--- src/rtl/tour_cmd.sv ---
// tour_cmd: initiator-side command generator sitting between the UART
// wrapper and the command processor. Outside a tour it passes UART
// commands straight through. During a tour it walks the knight's-tour
// move list and turns each one-hot move into a vertical command followed
// by a horizontal command with fanfare.
module tour_cmd #(
  parameter int NUM_MOVES = 24
) (
  input  logic        clk,
  input  logic        rst_n,
  input  logic        start_tour,
  input  logic [7:0]  move,
  output logic [4:0]  mv_indx,
  input  logic [15:0] cmd_UART,
  input  logic        cmd_rdy_UART,
  output logic        clr_cmd_rdy_UART,
  output logic [15:0] cmd,
  output logic        cmd_rdy,
  input  logic        clr_cmd_rdy,
  input  logic        send_resp,
  output logic [7:0]  resp
);

  typedef enum logic [2:0] {
    IDLE      = 3'd0,
    FETCH     = 3'd1,
    VERT_RDY  = 3'd2,
    VERT_RESP = 3'd3,
    HORZ_RDY  = 3'd4,
    HORZ_RESP = 3'd5
  } state_t;

  localparam logic [4:0] LAST_IDX  = 5'(NUM_MOVES - 1);
  localparam logic [7:0] RESP_DONE = 8'hA5;
  localparam logic [7:0] RESP_ACK  = 8'h5A;

  state_t      state_r;
  state_t      state_s;
  logic [4:0]  mv_indx_r;
  logic [7:0]  move_q_r;
  logic [7:0]  resp_r;
  logic [31:0] legs_s;
  logic [15:0] vert_cmd_s;
  logic [15:0] horz_cmd_s;

  // Map a knight move to {vertical cmd, horizontal cmd}; lowest set bit wins.
  // Vertical legs use opcode 2, horizontal legs opcode 3 (move with fanfare).
  // Headings: north 00, west 3F, south 7F, east BF.
  function automatic logic [31:0] decode_move(input logic [7:0] mv);
    logic [31:0] legs;
    legs = 32'h0000_0000;
    if (mv[0])      legs = {16'h2002, 16'h33F1};  // up2 / left1
    else if (mv[1]) legs = {16'h2002, 16'h3BF1};  // up2 / right1
    else if (mv[2]) legs = {16'h2001, 16'h33F2};  // left2 / up1
    else if (mv[3]) legs = {16'h27F1, 16'h33F2};  // left2 / down1
    else if (mv[4]) legs = {16'h27F2, 16'h33F1};  // down2 / left1
    else if (mv[5]) legs = {16'h27F2, 16'h3BF1};  // down2 / right1
    else if (mv[6]) legs = {16'h27F1, 16'h3BF2};  // right2 / down1
    else if (mv[7]) legs = {16'h2001, 16'h3BF2};  // right2 / up1
    else            legs = 32'h0000_0000;
    return legs;
  endfunction

  // Commands come only from the latched move so they stay stable while
  // the move store is free to change underneath.
  assign legs_s     = decode_move(move_q_r);
  assign vert_cmd_s = legs_s[31:16];
  assign horz_cmd_s = legs_s[15:0];
  assign mv_indx    = mv_indx_r;

  // Next-state logic and output mux (UART pass-through only in IDLE).
  always_comb begin
    state_s          = state_r;
    cmd              = vert_cmd_s;
    cmd_rdy          = 1'b0;
    clr_cmd_rdy_UART = 1'b0;
    resp             = resp_r;
    case (state_r)
      IDLE: begin
        cmd              = cmd_UART;
        cmd_rdy          = cmd_rdy_UART;
        clr_cmd_rdy_UART = clr_cmd_rdy;
        resp             = RESP_DONE;
        if (start_tour) state_s = FETCH;
        else            state_s = IDLE;
      end
      FETCH: begin
        if (move == 8'h00) state_s = IDLE;
        else               state_s = VERT_RDY;
      end
      VERT_RDY: begin
        cmd     = vert_cmd_s;
        cmd_rdy = 1'b1;
        if (clr_cmd_rdy) state_s = VERT_RESP;
        else             state_s = VERT_RDY;
      end
      VERT_RESP: begin
        cmd = vert_cmd_s;
        if (send_resp) state_s = HORZ_RDY;
        else           state_s = VERT_RESP;
      end
      HORZ_RDY: begin
        cmd     = horz_cmd_s;
        cmd_rdy = 1'b1;
        if (clr_cmd_rdy) state_s = HORZ_RESP;
        else             state_s = HORZ_RDY;
      end
      HORZ_RESP: begin
        cmd = horz_cmd_s;
        if (!send_resp)                  state_s = HORZ_RESP;
        else if (mv_indx_r == LAST_IDX)  state_s = IDLE;
        else                             state_s = FETCH;
      end
      default: begin
        state_s = IDLE;
      end
    endcase
  end

  // State, move index, latched move and response byte registers.
  always_ff @(posedge clk) begin
    if (!rst_n) begin
      state_r   <= IDLE;
      mv_indx_r <= 5'd0;
      move_q_r  <= 8'h00;
      resp_r    <= RESP_DONE;
    end else begin
      state_r <= state_s;
      case (state_r)
        IDLE: begin
          if (start_tour) begin
            mv_indx_r <= 5'd0;
            resp_r    <= RESP_DONE;
          end
        end
        FETCH: begin
          move_q_r <= move;
        end
        VERT_RESP: begin
          if (send_resp) resp_r <= RESP_ACK;
        end
        HORZ_RESP: begin
          if (send_resp) begin
            if (mv_indx_r == LAST_IDX) begin
              resp_r <= RESP_DONE;
            end else begin
              resp_r    <= RESP_ACK;
              mv_indx_r <= mv_indx_r + 5'd1;
            end
          end
        end
        default: begin
        end
      endcase
    end
  end

endmodule

--- config.mk ---
export PLATFORM = sky130hd
export DESIGN_NAME = tour_cmd
export DESIGN_NICKNAME = d
export VERILOG_FILES = /design/src/rtl/tour_cmd.sv
export SDC_FILE = /design/constraint.sdc
export NUM_CORES = 1
export LEC_CHECK = 0
export ABC_AREA = 0
export BUFFER_PORTS_ARGS = -buffer_cell sky130_fd_sc_hd__buf_2
export CAP_MARGIN = 20
export CELL_PAD_IN_SITES_DETAIL_PLACEMENT = 0
export CELL_PAD_IN_SITES_GLOBAL_PLACEMENT = 1
export CORE_MARGIN = 2
export CORE_UTILIZATION = 31
export DETAILED_ROUTE_END_ITERATION = 10
export GPL_TIMING_DRIVEN = 0
export PLACE_DENSITY_LB_ADDON = 0.1
export SLEW_MARGIN = 5
export SYNTH_ARGS = -nofsm -noshare
export SYNTH_HDL_FRONTEND = slang
export SYNTH_SLANG_ARGS = --single-unit
--- constraint.sdc ---
create_clock -name clk -period 1.7 [get_ports clk]
set_input_delay 0.17 -clock clk [delete_from_list [all_inputs] [get_ports clk]]
set_output_delay 0.17 -clock clk [all_outputs]
set_load 0.1 [all_outputs]
Yosys cells after proc, flatten, opt, wreduce, memory -nomap -nowiden
Cells that the tools add are included.
- $add $sub $neg: 1
- eq/ne operators: 10
- mux-type cells: 29
- reduce and logical (&&, ||, !) cells: 8
- operators by type and width (kind ; number):
    two-way mux 30 bit ; 8
    two-way mux 8 bit ; 5
    case mux 16 bit (2 select lines) ; 1
    case mux 8 bit (3 select lines) ; 1
    case mux 3 bit (6 select lines) ; 1
    two-way mux 5 bit ; 3
    case mux 5 bit (2 select lines) ; 1
    zero test 8 bit ; 1
    != test 2 bit, second input constant ; 4
    AND reduction 4 bit ; 2
    == test 3 x 2 -> 1 bit, second input constant ; 2
    == test 3 bit, second input constant ; 2
    two-way mux 3 bit ; 2
    adder 5 x 1 -> 5 bit, second input constant ; 1
    == test 5 bit, second input constant ; 1
    two-way mux 1 bit ; 5
    OR reduction 2 bit ; 2
    == test 3 x 1 -> 1 bit, second input constant ; 1
    zero test 3 bit ; 1
    nonzero test 3 bit ; 1
    two-way mux 2 bit ; 1
    case mux 1 bit (2 select lines) ; 1
    nonzero test 2 bit ; 1
- register bits: 24
- input port bits: 30
- output and inout port bits: 31

Logic depth before layout (Yosys ltp)
Gate-level depths: netlist of the first run.
- depth after elaboration: 9
- gate-level depth with buffers: 6

Worst setup path before layout of the first run
Ideal clock, no wire load.
- kind: flip-flop to output port
- start: register state_r[1]
- end: output port cmd_rdy
- arrival: 2989 ps
- data required time: 1530 ps
- setup slack: -1459 ps
- cell stages (with the launch flop): 5
- cell sequence: dfxtp_1 -> buf_2 -> buf_2 -> nor3_1 -> a211oi_1
- longest elaborated chain between the ends: 3
- elaborated cells between the ends (all ways): 5
- classes of those cells: eq/ne: 2; mux: 1; reduce/logical: 2
- ends and longest elaborated chain (element ; line ; RTL):
    from (decl) ; 37 ; state_t state_r;
    from (signal assigned) ; 128 ; state_r <= state_s;
    == test 3 bit or == test 3 x 2 -> 1 bit (tied branches) ; 78 ; case (state_r)
    OR reduction 2 bit (no line) ; -- ;
    case mux 1 bit (2 select lines) * ; 78 ;
    to (decl) ; 18 ; output logic cmd_rdy,
Mark *: on every way between the ends. The rest lies on a longest branch, timed or not.

Worst setup path in the final report of the first run
- start: register state_r[0]
- end: output port cmd[0]
- longest elaborated chain between the ends: 3
- elaborated cells between the ends (all ways): 5
- classes of those cells: eq/ne: 2; mux: 1; reduce/logical: 2
- ends and longest elaborated chain (element ; line ; RTL):
    == test 3 bit ; 78 ;
    OR reduction 2 bit (no line) ; -- ;
    case mux 16 bit (2 select lines) * ; 78 ;
    to (decl) ; 17 ; output logic [15:0] cmd,
Marks and branches as above.

==> results by group, run 1 <==
Outcome
  – Run status: finished, violations left
  – Violated checks: setup timing

Clocking
  – CTS Hold Buffers Added: 0
  – CTS tree: built
  – Num CTS Buffers: 3
  – Clk_lat worst skew: 250 ps
  – Clock Pin Slew Worst Setup and Hold Paths: 70 ps
  – Number of clock sinks: 18
  – Level count of the clock H-tree: 1
  – Number of buffers between clock root and the deepest sink: 2
  – Root cell of the clock tree: clkbuf_8

Power and ir drop
  – Leakage power total: 1.071 nW
  – PwrDens: 1077 nW/um2
  – IR drop worst, VDD: 0.0005108 V

Final layout
  – Post-route non-filler standard cell count: 270
  – Core Util, Final: 0.6787
  – Diode count: 0
  – Synth-to-layout area growth: 111.0%
  – Fin nets: 254
  – Share of post-route cells with drive strength above 1: 0.6982

Detailed routing
  – Total Wirelength: 4.027 mm
  – Iter 0 DRT Violations: 63
  – DRC errors left: 0
  – Routed vias/inst: 4.956
  – Iteration count of the initial detailed-routing pass: 4
  – Routed len/inst: 14.91 um
  – Routed Antenna Nets: 0
  – Routed vias: 1,338

Yosys
  – Number of flops mapped to enable cells by yosys: 0
  – Cell Area, Synth: 1169 um2
  – Synthesized instance count: 135
  – Leading cell types by total area after synthesis: dfxtp_1, mux2i_1, nor2b_1, a21o_1, buf_4
  – Synthesized area per cell: 8.656 um2
  – Post-synthesis async set-or-reset flop share: 0
  – Cell type with the largest total area after synthesis: dfxtp_1
  – Most repeated cell in the gate-level netlist after synthesis: dfxtp_1
  – Number of warning messages in the yosys log: 0
  – Top cells by count, synth: dfxtp_1, nor2_1, mux2i_1, nor2b_1, a21o_1
  – Number of storage elements in the synthesis netlist: 18
  – Sequential-to-total area share from yosys stat: 0.3084
  – Cell variety after synth: 44
  – Share of the synthesized area in the top cell type: 0.3084
  – Main synth FF type: dfxtp_1
  – Synthesized netlist net count: 166

Timing
  – Hold slack final: 191.7 ps
  – Post-route worst setup slack: -201.4 ps
  – Unrepaired setup endpoints after global routing: true
  – Maximum clock frequency: 0.5259 GHz
  – Worst Max-Slew Pin Slew: 508.5 ps
  – Final Hold Fails: 0
  – Worst rel slew slack: 0.6599
  – Final Critical Period: 1901 ps
  – Tcrit/Tclk final: 1.118
  – TNS Setup: -1813 ps
  – Final-report max-slew violation count: 0
  – Final setup viols: 17
  – Largest clock skew in the final design: 2.253 ps

GRT
  – Wire length of the first global-routing pass: 6.161 mm
  – Overall Global Routing Usage: 0.1837
  – Number of global-route vias before repair: 1,309
  – Leftover overflow at the end of global routing: 0
  – Antenna violations before repair: 0
  – Pin count of the biggest net entering global routing: 11

Critical path
  – Standard cell with the maximum stage delay on the critical path: or3_4
  – Worst path required time: 1530 ps
  – Max stage delay on crit path: 370 ps
  – Kind of capture point of the worst setup path: output port
  – Type of the worst setup path: register to output port
  – Largest fanout of any net on the critical path: 4
  – Data arrival time of the critical path: 1730 ps
  – Startpoint type of the worst setup path: register
  – List of cells traversed by the critical path: buf_6, or3_4, nand2_4, nor3_2, a221o_2, buf_12

Placed design
  – Routability Congestion: 0.8233
  – Half-perimeter wire length after placement: 2.490 mm
  – IO Port Bufs: 60
  – Worst slack after detailed placement: -394.9 ps
  – Total instance count after detailed placement: 243

Floorplanning
  – Number of I/O pins: 61
  – Initial standard-cell utilization of the core: 0.3216
  – Core outline area: 3633 um2
  – Die Span Y: 65.40 um
  – Floorplan die area: 4277 um2
  – Die extent in x: 65.40 um
  – Number of placement rows: 22

Flow run
  – Maxcap violations: 0

Min path
  – Hold/Removal Path Class: input pin to register
## metrics by stage
step                cell area [um2]  total power, mW
CTS                            2316            2.546
global placement               1737            1.737
finish                         2466            2.657
global route                   2466            2.742
detailed placement             1737            1.746
floorplan                      1376            1.575
## power breakdown
| part | total (mW) | switching [mW] | internal, mW |
|---|---|---|---|
| registers | 0.488 | 0.0389 | 0.449 |
| logic | 1.82 | 1.09 | 0.726 |
| clock network | 0.353 | 0.148 | 0.206 |
| total | 2.66 | 1.28 | 1.38 |
## worst max-delay path, delay by kind of cell (launching register included)
| family | cells | cell delay, ps |
|---|---|---|
| AND/OR/NAND/NOR | 3 | 520 |
| AO/OA/AOI/OAI | 1 | 340 |
| flip-flops | 1 | 320 |
| buffers and inverters | 2 | 290 |
## cells by family (layout without fill, tap and decap cells)
logic type / count (synthesis) / after routing / share of synthesized area
xor+xnor: 3 / 3 / 0.02249
flops: 18 / 18 / 0.3084
simple gates: 57 / 57 / 0.3052
fa+ha+maj: 1 / 1 / 0.01070
mux: 10 / 10 / 0.08566
buf+inv: 14 / 101 / 0.07708
compound gates: 32 / 32 / 0.1906
## area by class of cell
cell class,count,area (um2)
multi-input cells,103,960.9
flip-flops and latches,18,389.1
repair buffers,84,849.6
well taps,48,60.06
clock buffers,4,55.05
inverters,2,7.507
plain buffers,11,143.9
fillers,272,1167
## cells in the final DEF (no fill, tap or decap), drive strengths merged, types with 2 or more instances in the layout
master  Yosys  layout
buf        11      93
dfxtp      18      18
nor2       12      12
mux2i      10      10
nor2b      10      10
a21o        8       8
a21oi       7       7
clkbuf      1       6
nor3        6       6
and2        5       5
nand2       5       5
o21ai       5       5
nor4        4       4
o31ai       3       3
nand3       3       3
inv         2       2
and4b       2       2
xor2        2       2
a22oi       2       2
nand4b      2       2
## routing by layer
layer | part of all wire | global-route usage | up-vias
met2 | 0.50 | 0.3304 | 54
met4 | 0.0067 | 0.04688 | 0
met1 | 0.43 | 0.2293 | 618
li1 | - | - | 662
met5 | 0 | 0 | -
met3 | 0.058 | 0.02568 | 4
## flip-flops by register name, indices dropped and copies added, names as in the netlist
signal and flops:
state_r 3, move_q_r 8, resp_r 2, mv_indx 5
## final timing paths
path	start	to	slack, ps	cells past startpoint
max	state_r[0]	cmd[0]	-200	6
min	move[3]	move_q_r[3]	190	3
max reg2reg	state_r[1]	mv_indx[3]	100	6
min reg2reg	resp_r[5]	resp_r[5]	470	1
## timing repair
item                       CTS  global route
gates resized for setup    115            25
pin swaps                   12             5
buffers inserted            13            11
hold endpoints to repair     0             0
setup endpoints to repair   26            26
Note: power is estimated with default switching activity, not from simulation.
==> run 2, diff against run 1 <==
- CORE_UTILIZATION: 31 -> 28
- clock period: 1.7 -> 1.6 ns (I/O delays scaled with it)
==> results by group, run 2 (synthesis results as in run 1) <==
Timing
  – Tcrit/Tclk final: 1.157
  – Maximum clock frequency: 0.5401 GHz
  – Final Hold Fails: 0
  – Worst Max-Slew Pin Slew: 483.9 ps
  – Unrepaired setup endpoints after global routing: true
  – Final setup viols: 26
  – Post-route worst setup slack: -251.5 ps
  – TNS Setup: -3455 ps
  – Final Critical Period: 1851 ps
  – Largest clock skew in the final design: 1.559 ps
  – Hold slack final: 185.1 ps
  – Final-report max-slew violation count: 0
  – Worst rel slew slack: 0.6796

Detailed routing
  – Iter 0 DRT Violations: 44
  – Routed vias: 1,333
  – DRC errors left: 0
  – Iteration count of the initial detailed-routing pass: 4
  – Routed vias/inst: 4.974
  – Routed len/inst: 14.60 um
  – Total Wirelength: 3.913 mm
  – Routed Antenna Nets: 0

Power and ir drop
  – PwrDens: 1102 nW/um2
  – Leakage power total: 1.079 nW
  – Total chip power: 2.792 mW
  – IR drop worst, VDD: 0.0005060 V

Final layout
  – Largest register FFs: 8
  – Synth-to-layout area growth: 116.7%
  – Multi-input gate area: 984.7 um2
  – Fin nets: 250
  – Share of post-route cells with drive strength above 1: 0.7018
  – Commonest non-fill, non-tap cells in the layout: buf_2, buf_12, buf_6
  – Post-route non-filler standard cell count: 268
  – Register area: 396.6 um2
  – Diode count: 0
  – Filler cell count: 314
  – Register containing the most flip-flops in the final layout: move_q_r
  – Most frequent standard cell in the layout excluding fill and tap cells: buf_2

Critical path
  – Kind of capture point of the worst setup path: output port
  – Crit path max-delay family: simple AND/OR/NAND/NOR gates
  – Reg2reg path depth: 6
  – Max stage delay on crit path: 420 ps
  – Type of the worst setup path: register to output port
  – Largest fanout of any net on the critical path: 5
  – List of cells traversed by the critical path: or3_4, nand2_4, nor3_2, a221o_2, buf_12
  – Critical path destination: cmd[0]
  – Worst path required time: 1440 ps
  – Startpoint type of the worst setup path: register
  – Worst reg2reg endpoint: mv_indx[3]
  – Origin of the critical flop-to-flop path: state_r[2]
  – Path length in cells of the critical path: 5
  – Launching element of the worst setup path: state_r[2]
  – R2r setup slk: 90 ps
  – Count of buffering cells on the critical path with inverters included: 1
  – Data arrival time of the critical path: 1690 ps
  – Standard cell with the maximum stage delay on the critical path: or3_4

Clocking
  – Num CTS Buffers: 3
  – Level count of the clock H-tree: 1
  – Root cell of the clock tree: clkbuf_8
  – Number of buffers between clock root and the deepest sink: 2
  – Number of clock sinks: 18
  – Clk_lat worst skew: 250 ps
  – Clock Pin Slew Worst Setup and Hold Paths: 70 ps
  – CTS tree: built
  – CTS Hold Buffers Added: 0

GRT
  – Wire length of the first global-routing pass: 5.644 mm
  – Pin count of the biggest net entering global routing: 11
  – Overall Global Routing Usage: 0.1621
  – Number of global-route vias before repair: 1,275
  – Antenna violations before repair: 0
  – Leftover overflow at the end of global routing: 0

Placed design
  – Worst slack after detailed placement: -431.0 ps
  – Routability Congestion: 0.7636
  – Total instance count after detailed placement: 245
  – Half-perimeter wire length after placement: 2.578 mm
  – IO Port Bufs: 60

Outcome
  – Run status: finished, violations left
  – Violated checks: setup timing

Flow run
  – Maxcap violations: 0

Floorplanning
  – Core outline area: 4000 um2
  – Initial standard-cell utilization of the core: 0.2921
  – Die extent in x: 68.61 um
  – Number of I/O pins: 61
  – Die Span Y: 68.61 um
  – Floorplan die area: 4707 um2
  – Number of placement rows: 23

Min path
  – Hold/Removal Path Class: input pin to register
  – Number of instances on the worst hold path: 3
-- run 2: cell count changes in the layout (fill, tap and decap cells not counted), sizes merged --
cell | before | now
clkbuf | 6 | 4
clkinv | 0 | 1
buf | 93 | 90
-- run 2: what timing repair did --
action / CTS / global route
setup endpoints to repair: 26 / 34
gates resized for setup: 132 / 20
pin swaps: 15 / 10
gates cloned: 1 / 0
buffers inserted: 17 / 5
-- run 2: how the worst min path moves through the flow --
stage	from	endpoint	slack [ps]
2_1_floorplan	rst_n	mv_indx[3]	320
6_report	move[3]	move_q_r[3]	190
3_5_place_dp	move[3]	move_q_r[3]	450
4_1_cts	move[1]	move_q_r[1]	180
3_3_place_gp	move[4]	move_q_r[4]	430
5_1_grt	move[3]	move_q_r[3]	190
-- run 2: stage by stage --
step / cell area (um2) / util
2_1_floorplan: 1398 / -
3_3_place_gp: 1760 / 0.4401
3_5_place_dp: 1760 / 0.4401
4_1_cts: 2431 / 0.6078
5_1_grt: 2532 / 0.6331
6_report: 2532 / 0.6331
-- run 2: cell type report --
cell class / instances / area share
multi-input cells: 103 / 0.3888
repair buffers: 81 / 0.3572
clock buffers: 3 / 0.01630
clock inverters: 1 / 0.001482
well taps: 50 / 0.02470
plain buffers: 10 / 0.05188
inverters: 2 / 0.002964
flip-flops and latches: 18 / 0.1566
-- run 2: report_power, final --
group | switching, mW | internal, mW
Clock | 0.149 | 0.170
Sequential | 0.0409 | 0.473
Combinational | 1.16 | 0.800
-- run 2: worst reg2reg max path: cells and delay by family, from the launching register on --
family	cells	cell delay (ps)
flops	1	370
simple gates	2	600
buf+inv	3	320
compound gates	1	140
-- run 2: routing by layer --
metal / part of all wire / global-route usage
met4: 0.0051 / 0.05250
met5: 0 / 0
met2: 0.51 / 0.2957
met1: 0.41 / 0.1901
met3: 0.075 / 0.02760
==> run 3, diff against run 2 <==
- PLACE_DENSITY_LB_ADDON: 0.1 -> 0.15
==> results by group, run 3 (synthesis results as in run 1) <==
Outcome
  – Run status: finished, violations left
  – Violated checks: setup timing

Floorplanning
  – Initial standard-cell utilization of the core: 0.2921
  – Core outline area: 4000 um2
  – Die extent in x: 68.61 um
  – Die Span Y: 68.61 um
  – Floorplan die area: 4707 um2
  – Number of I/O pins: 61
  – Number of placement rows: 23

Timing
  – Tcrit/Tclk final: 1.170
  – Unrepaired setup endpoints after global routing: true
  – Largest clock skew in the final design: 0.4426 ps
  – Final Critical Period: 1871 ps
  – Maximum clock frequency: 0.5344 GHz
  – Worst Max-Slew Pin Slew: 484.8 ps
  – Final setup viols: 25
  – Worst rel slew slack: 0.6790
  – Post-route worst setup slack: -271.3 ps
  – Final-report max-slew violation count: 0
  – Final Hold Fails: 0

Final layout
  – Synth-to-layout area growth: 118.2%
  – Fin nets: 255
  – Register containing the most flip-flops in the final layout: move_q_r
  – Commonest non-fill, non-tap cells in the layout: buf_2, buf_12, buf_4
  – Largest register FFs: 8
  – Share of post-route cells with drive strength above 1: 0.7130
  – Diode count: 0
  – Most frequent standard cell in the layout excluding fill and tap cells: buf_2

Detailed routing
  – Iter 0 DRT Violations: 12
  – Routed vias: 1,332
  – Routed len/inst: 13.46 um
  – Routed vias/inst: 4.879
  – DRC errors left: 0
  – Iteration count of the initial detailed-routing pass: 4
  – Routed Antenna Nets: 0
  – Total Wirelength: 3.675 mm

Power and ir drop
  – IR drop worst, VDD: 0.0005102 V
  – PwrDens: 1118 nW/um2
  – Leakage power total: 1.105 nW
  – Total chip power: 2.852 mW

Flow run
  – Maxcap violations: 0

Placed design
  – IO Port Bufs: 60
  – Worst slack after detailed placement: -438.1 ps
  – Half-perimeter wire length after placement: 2.536 mm
  – Routability Congestion: 0.7338

Clocking
  – Clock Pin Slew Worst Setup and Hold Paths: 70 ps
  – Clk_lat worst skew: 260 ps
  – Num CTS Buffers: 3
  – Level count of the clock H-tree: 1
  – CTS tree: built
  – Number of buffers between clock root and the deepest sink: 2
  – CTS Hold Buffers Added: 0
  – Root cell of the clock tree: clkbuf_8
  – Number of clock sinks: 18

GRT
  – Wire length of the first global-routing pass: 5.326 mm
  – Pin count of the biggest net entering global routing: 11
  – Met2 routing resource usage after global routing: 0.2716
  – Overall Global Routing Usage: 0.1505
  – Most Crowded Layer GR: met2
  – GRT met1 Usage: 0.1793
  – GR Util met3: 0.02273
  – Leftover overflow at the end of global routing: 0
  – Antenna violations before repair: 0
  – Number of global-route vias before repair: 1,243

Critical path
  – Kind of capture point of the worst setup path: output port
  – Data arrival time of the critical path: 1710 ps
  – Type of the worst setup path: register to output port
  – Startpoint type of the worst setup path: register
  – Worst path required time: 1440 ps
  – Largest fanout of any net on the critical path: 3

Min path
  – Hold/Removal Path Class: input pin to register
run 3: report_power, final:
part	switching [mW]	total, mW	internal (mW)
Sequential	0.0399	0.513	0.473
Clock	0.157	0.376	0.219
Combinational	1.15	1.96	0.813
Total	1.35	2.85	1.51
run 3: critical path, stage by stage (launching register included):
cell     delay [ps]
dfxtp_2         330
buf_6           110
or3_4           360
nand2_4         100
nor3_2           50
a221o_2         330
buf_12          170
run 3: final cells by class:
cell class,instances,area (um2)
fillers,309,1450
well taps,50,62.56
flip-flops and latches,18,390.4
inverters,2,7.507
multi-input cells,103,980.9
clock buffers,4,55.05
plain buffers,11,146.4
repair buffers,85,907.1
run 3: path summary, 6_finish.rpt:
kind	endpoint	depth (start not counted)	slack, ps	startpoint
setup / recovery	cmd[0]	6	-270	state_r[0]
hold / removal	move_q_r[3]	3	180	move[3]
setup reg to reg	resp_r[5]	5	90	state_r[2]
hold reg to reg	resp_r[5]	1	460	resp_r[5]
run 3: stage by stage:
stage | util | hold WS (ps) | instances | TNS, ps | cell area (um2)
global placement | 0.4401 | 434.0 | 245 | -6168 | 1760
CTS | 0.5915 | 176.3 | 268 | -5261 | 2366
finish | 0.6375 | 176.8 | 273 | -4589 | 2550
detailed placement | 0.4401 | 444.1 | 245 | -6697 | 1760
floorplan | - | 324.1 | 135 | -1592 | 1398
global route | 0.6375 | 172.8 | 273 | -6244 | 2550
run 3: routing by layer:
layer / share of wire / up-vias
li1: - / 669
met1: 0.41 / 604
met2: 0.50 / 54
met3: 0.078 / 5
met4: 0.012 / 0
met5: 0 / -
run 3: timing repair:
item,4_1_cts,5_1_grt
endpoints found under the setup margin,26,36
gates cloned,1,0
buffers inserted,18,8
hold endpoints to repair,0,0
gates resized for setup,109,37
pin swaps,8,13
